[src/rtl/systolic_pkg.sv]
// Defaults shared by skew_buffer, the PE array and deskew_buffer.
package systolic_pkg;
  localparam int ACC_WIDTH_DEF  = 32;
  localparam int ARRAY_SIZE_DEF = 8;

  typedef logic signed [ACC_WIDTH_DEF-1:0] acc_t;
endpackage

[src/rtl/delay_line.sv]
// DEPTH-stage shift register that advances only when enable is high; DEPTH=0 is a wire.
module delay_line #(
  parameter int WIDTH = 1,
  parameter int DEPTH = 1
) (
  input  logic             clk,
  input  logic             rst,
  input  logic             enable,
  input  logic [WIDTH-1:0] d,
  output logic [WIDTH-1:0] q
);

  generate
    if (DEPTH == 0) begin : g_wire
      logic unused_ctl;
      assign unused_ctl = ^{clk, rst, enable};
      assign q = d;
    end else begin : g_sr
      logic [DEPTH-1:0][WIDTH-1:0] stage;

      always_ff @(posedge clk or negedge rst) begin
        if (!rst) begin
          stage <= '0;
        end else if (enable) begin
          stage[0] <= d;
          for (int k = 1; k < DEPTH; k++) stage[k] <= stage[k-1];
        end
      end

      assign q = stage[DEPTH-1];
    end
  endgenerate

endmodule

[src/rtl/deskew_buffer.sv]
// Re-aligns the diagonally skewed result rows of the systolic array: lane i is
// delayed ARRAY_SIZE-1-i cycles so a complete row leaves on a single cycle.
module deskew_buffer
  import systolic_pkg::*;
#(
  parameter int ACC_WIDTH  = ACC_WIDTH_DEF,
  parameter int ARRAY_SIZE = ARRAY_SIZE_DEF,
  localparam int IW        = $clog2(ARRAY_SIZE)
) (
  input  logic                        clk,
  input  logic                        rst,
  input  logic                        enable,
  input  logic                        valid_in,
  input  logic signed [ACC_WIDTH-1:0] data_in  [ARRAY_SIZE],
  output logic signed [ACC_WIDTH-1:0] data_out [ARRAY_SIZE],
  output logic                        valid_out,
  output logic [IW-1:0]               row_idx,
  output logic                        out_last
);

  localparam logic [IW-1:0] LAST = IW'(ARRAY_SIZE - 1);

  logic [ACC_WIDTH-1:0] lane_dly [ARRAY_SIZE];
  logic                 vld_tail;
  logic [IW-1:0]        row_next;

  generate
    for (genvar i = 0; i < ARRAY_SIZE; i++) begin : g_lane
      delay_line #(
        .WIDTH (ACC_WIDTH),
        .DEPTH (ARRAY_SIZE - 1 - i)
      ) u_dly (
        .clk    (clk),
        .rst    (rst),
        .enable (enable),
        .d      (data_in[i]),
        .q      (lane_dly[i])
      );
    end
  endgenerate

  // valid_in travels with lane 0, so it sees lane 0's delay depth
  delay_line #(
    .WIDTH (1),
    .DEPTH (ARRAY_SIZE - 1)
  ) u_vld (
    .clk    (clk),
    .rst    (rst),
    .enable (enable),
    .d      (valid_in),
    .q      (vld_tail)
  );

  always_ff @(posedge clk or negedge rst) begin
    if (!rst) begin
      for (int i = 0; i < ARRAY_SIZE; i++) data_out[i] <= '0;
    end else if (enable) begin
      for (int i = 0; i < ARRAY_SIZE; i++) data_out[i] <= lane_dly[i];
    end
  end

  // row_idx names the row currently shown; row_next is the index the next valid row takes
  always_ff @(posedge clk or negedge rst) begin
    if (!rst) begin
      valid_out <= 1'b0;
      row_idx   <= '0;
      row_next  <= '0;
    end else begin
      valid_out <= enable & vld_tail;
      if (enable && vld_tail) begin
        row_idx  <= row_next;
        row_next <= (row_next == LAST) ? '0 : row_next + 1'b1;
      end
    end
  end

  assign out_last = valid_out && (row_idx == LAST);

endmodule

[config.mk]
export PLATFORM = sky130hd
export DESIGN_NAME = deskew_buffer
export DESIGN_NICKNAME = d
export VERILOG_FILES = /design/src/rtl/systolic_pkg.sv /design/src/rtl/delay_line.sv /design/src/rtl/deskew_buffer.sv
export SDC_FILE = /design/constraint.sdc
export NUM_CORES = 1
export LEC_CHECK = 0
export ABC_AREA = 1
export BUFFER_PORTS_ARGS = -buffer_cell sky130_fd_sc_hd__buf_2
export CELL_PAD_IN_SITES_DETAIL_PLACEMENT = 0
export CELL_PAD_IN_SITES_GLOBAL_PLACEMENT = 1
export CORE_MARGIN = 5
export CORE_UTILIZATION = 41
export CTS_CLUSTER_DIAMETER = 80
export DETAILED_ROUTE_END_ITERATION = 7
export PLACE_DENSITY_LB_ADDON = 0.08
export SLEW_MARGIN = 30
export SYNTH_ARGS = -nofsm -noshare
export SYNTH_HDL_FRONTEND = slang
export SYNTH_SLANG_ARGS = --single-unit
[constraint.sdc]
create_clock -name clk -period 1 [get_ports clk]
set_input_delay 0.15 -clock clk [delete_from_list [all_inputs] [get_ports clk]]
set_output_delay 0.15 -clock clk [all_outputs]
set_load 0.02 [all_outputs]
==> impl_metrics.toml <==
[cts]
htreeDepth = 4
cts_root_buffer = "clkbuf_16"
clock-sinks = 1166
cts_buffer_depth = 3
path_clk_slew_ns = 0.06
cts-buffers-inserted = 131
clk_latency_ns = 0.72
cts_tree = "built"

[critical_path]
cpPeakStageDelay_ns = 0.40
path_class = "flop to primary output"
r2r_cells = 4
reg2reg_slack_ns = 0.02
cp_max_fo = 2
cp.depth = 2
path_buf_inv = 2
r2r-start = "row_next[1]"
worstReg2RegEnd = "row_next[2]"
endpoint = "row_idx[0]"
slowest_stage = "dfrtp_1"
crit_arrival_ns = 1.42
startpoint_type = "flop"
crit_top_cell = "buf_4"
crit_start = "row_idx[0]"
crit_chain = "buf_4, buf_4"
cp_top_family = "flip-flops"
endpoint_kind = "primary output"
worstPathRequired_ns = 0.85

[placement]
place_area_sq_um = 49100
port_buffers = 520
dpl.hpwl_mm = 67.9
place_ws_ns = -0.163
place.gp.congestion = 0.751

[grt]
grt_usage_pct = 17.9
grt_pass1_wl_mm = 165
grt_overflow = 0
grt_pass1_vias = 30800
antenna_found_initial = 2
grt_start_max_net_pins = 71

[logic_synthesis]
ys_warn_count = 0
avgSynthCellArea_sq_um = 9.74
synth-seq-cells = 1166
syn-cell-area_sq_um = 43800
syn_nets = 4755
seq_area_frac_synth_pct = 66.6
synth_cell_types = 11
synth_cells = 4493

[finish]
seqCellArea_sq_um = 29200
layout-drive-gt1-share_pct = 19.5
multi_input_area_sq_um = 10300
final_nets = 5800
area_growth_pct = 35.0
fin_area_sq_um = 59100
num-fill-cells = 9463

[die]
die_y_um = 337
start_util_pct = 41.4
die_w_um = 337
io_pins = 521
core_area_sq_um = 106000
dieArea_sq_um = 113000
fp-row-count = 119

[routing]
wl_mm = 102
vias_per_cell = 4.42
drc = 0
ant_nets = 0
num_vias = 31100
dr.first_iter.drc_count = 1728
first_pass_iters = 5
wl_per_cell_um = 14.6

[sta]
hold_violations = 1
setup_slack_ns = -0.569
slew_violations = 0
max_freq_mhz = 637
setup_viol = 268
grt_setup_unrepaired = "true"
period_share_pct = 157
tightest_slew_ns = 0.575
layout_min_cycle_time_ns = 1.57
finalClockSkew_ns = 0.0191
hold_slack_ns = -0.0112
relSlewSlack_pct = 61.5

[run]
drv_cap = 0

[worst_hold_path]
hp-class = "input pin to flop"

[power_and_ir_drop]
power_density_nw_per_um2 = 2060
ir_worst_vdd_uv = 1200
leakagePower_nw = 29.2
p_total_mw = 122

[run_status]
failed_checks = "hold timing, setup timing"
status = "finished, violations left"
==> metal layers <==
layer  global-route usage, %  share of wire (%)  routed length, um
met5                       0              0.013                 13
met4                    6.12                3.0               3080
met3                    3.68                4.5               4590
met2                    27.9                 45              45700
met1                    25.4                 48              48900
==> worst min-delay path: stages <==
cell and delay (ns):
buf_12 0.16, buf_12 0.18, o21ai_0 0.15
==> flip-flops by register name (all words and copies together) (netlist names) <==
register / count
data_out: 256
g_lane.u_dly.g_sr.stage: 672
g_lane.u_dly.q: 224
row_idx: 3
row_next: 3
u_vld.g_sr.stage: 6
u_vld.q: 1
valid_out: 1
==> where the power goes <==
part | internal (mW) | leakage, nW | switching, mW
Sequential | 53.0 | 13.8 | 3.03
Clock | 28.7 | 2.16 | 19.2
Combinational | 8.32 | 13.3 | 9.48
==> placed cells by master (no fill, tap or decap) <==
cell type | netlist | routed
clkinv_8 | 0 | 3
buf_2 | 152 | 257
bufinv_16 | 0 | 5
dfrtp_1 | 1166 | 1159
dlymetal6s4s_1 | 0 | 2
clkbuf_16 | 0 | 136
clkbuf_1 | 32 | 24
clkbuf_4 | 0 | 1
clkinvlp_4 | 0 | 1
inv_1 | 726 | 726
a21oi_1 | 434 | 434
dlygate4sd3_1 | 0 | 288
dfrtp_2 | 0 | 7
nand2_1 | 746 | 744
buf_6 | 47 | 260
nor2_4 | 0 | 1
buf_12 | 0 | 75
nor2_1 | 436 | 435
clkinv_2 | 0 | 19
inv_16 | 0 | 1
nand2_2 | 0 | 2
diode_2 | 0 | 3
clkbuf_8 | 0 | 34
ha_2 | 0 | 1
buf_4 | 27 | 287
ha_4 | 0 | 1
inv_6 | 0 | 7
o21ai_0 | 725 | 725
==> cells in the mapped netlist (all sizes together) <==
cell / n / area share (%)
dfrtp: 1166 / 67
a21oi: 434 / 5.0
clkbuf: 32 / 0.27
nand2: 746 / 6.4
o21ai: 725 / 8.3
ha: 2 / 0.057
buf: 226 / 3.4
inv: 726 / 6.2
nor2: 436 / 3.7
==> stage by stage <==
step                      instances  hold slack, ns  setup TNS, ns  util [%]
after floorplan                4493          -0.146              0         -
after global routing           7027         0.00936        -124.44      55.9
final                          7029         -0.0112        -106.00      55.9
after detailed placement       6359          0.0185         -89.59      46.4
after global placement         6359          0.0186         -86.50      46.4
after CTS                      6963         0.00548        -166.08      55.4
==> how the worst min path moves through the flow <==
stage | depth (start not counted) | start | endpoint | slack, ns
global route | 3 | enable | g_lane[3].u_dly.g_sr.stage[25] | 0.009
detailed placement | 1 | rst | data_out[49] | 0.02
global placement | 1 | rst | data_out[50] | 0.02
floorplan | 0 | rst | data_out[0] | -0.15
finish | 3 | enable | g_lane[3].u_dly.g_sr.stage[25] | -0.01
CTS | 4 | enable | g_lane[4].u_dly.g_sr.stage[31] | 0.005
==> kinds of logic after synthesis <==
logic type | count (synthesis) | share of synthesized area, %
adders and majority gates | 2 | 0.0572
buffers and inverters | 984 | 9.91
DFF | 1166 | 66.6
AOI/OAI and AO/OA | 1159 | 13.2
and+or+nand+nor | 1182 | 10.1
==> what timing repair did <==
action / in CTS / in global routing
pin swaps: 2 / 0
hold buffers: 289 / 5
buffers inserted: 85 / 61
hold endpoints to repair: 1503 / 19
endpoints found under the setup margin: 261 / 493
resized for setup: 528 / 11
==> area by class of cell <==
cell class	count	area share [%]
clock buffers	194	6.71
flip-flops and latches	1166	49.4
clock inverters	36	0.648
diodes	3	0.0127
multi-input cells	2343	17.4
repair buffers	1170	18.3
inverters	726	4.61
well taps	1391	2.95
Note: power is estimated with default switching activity, not from simulation.
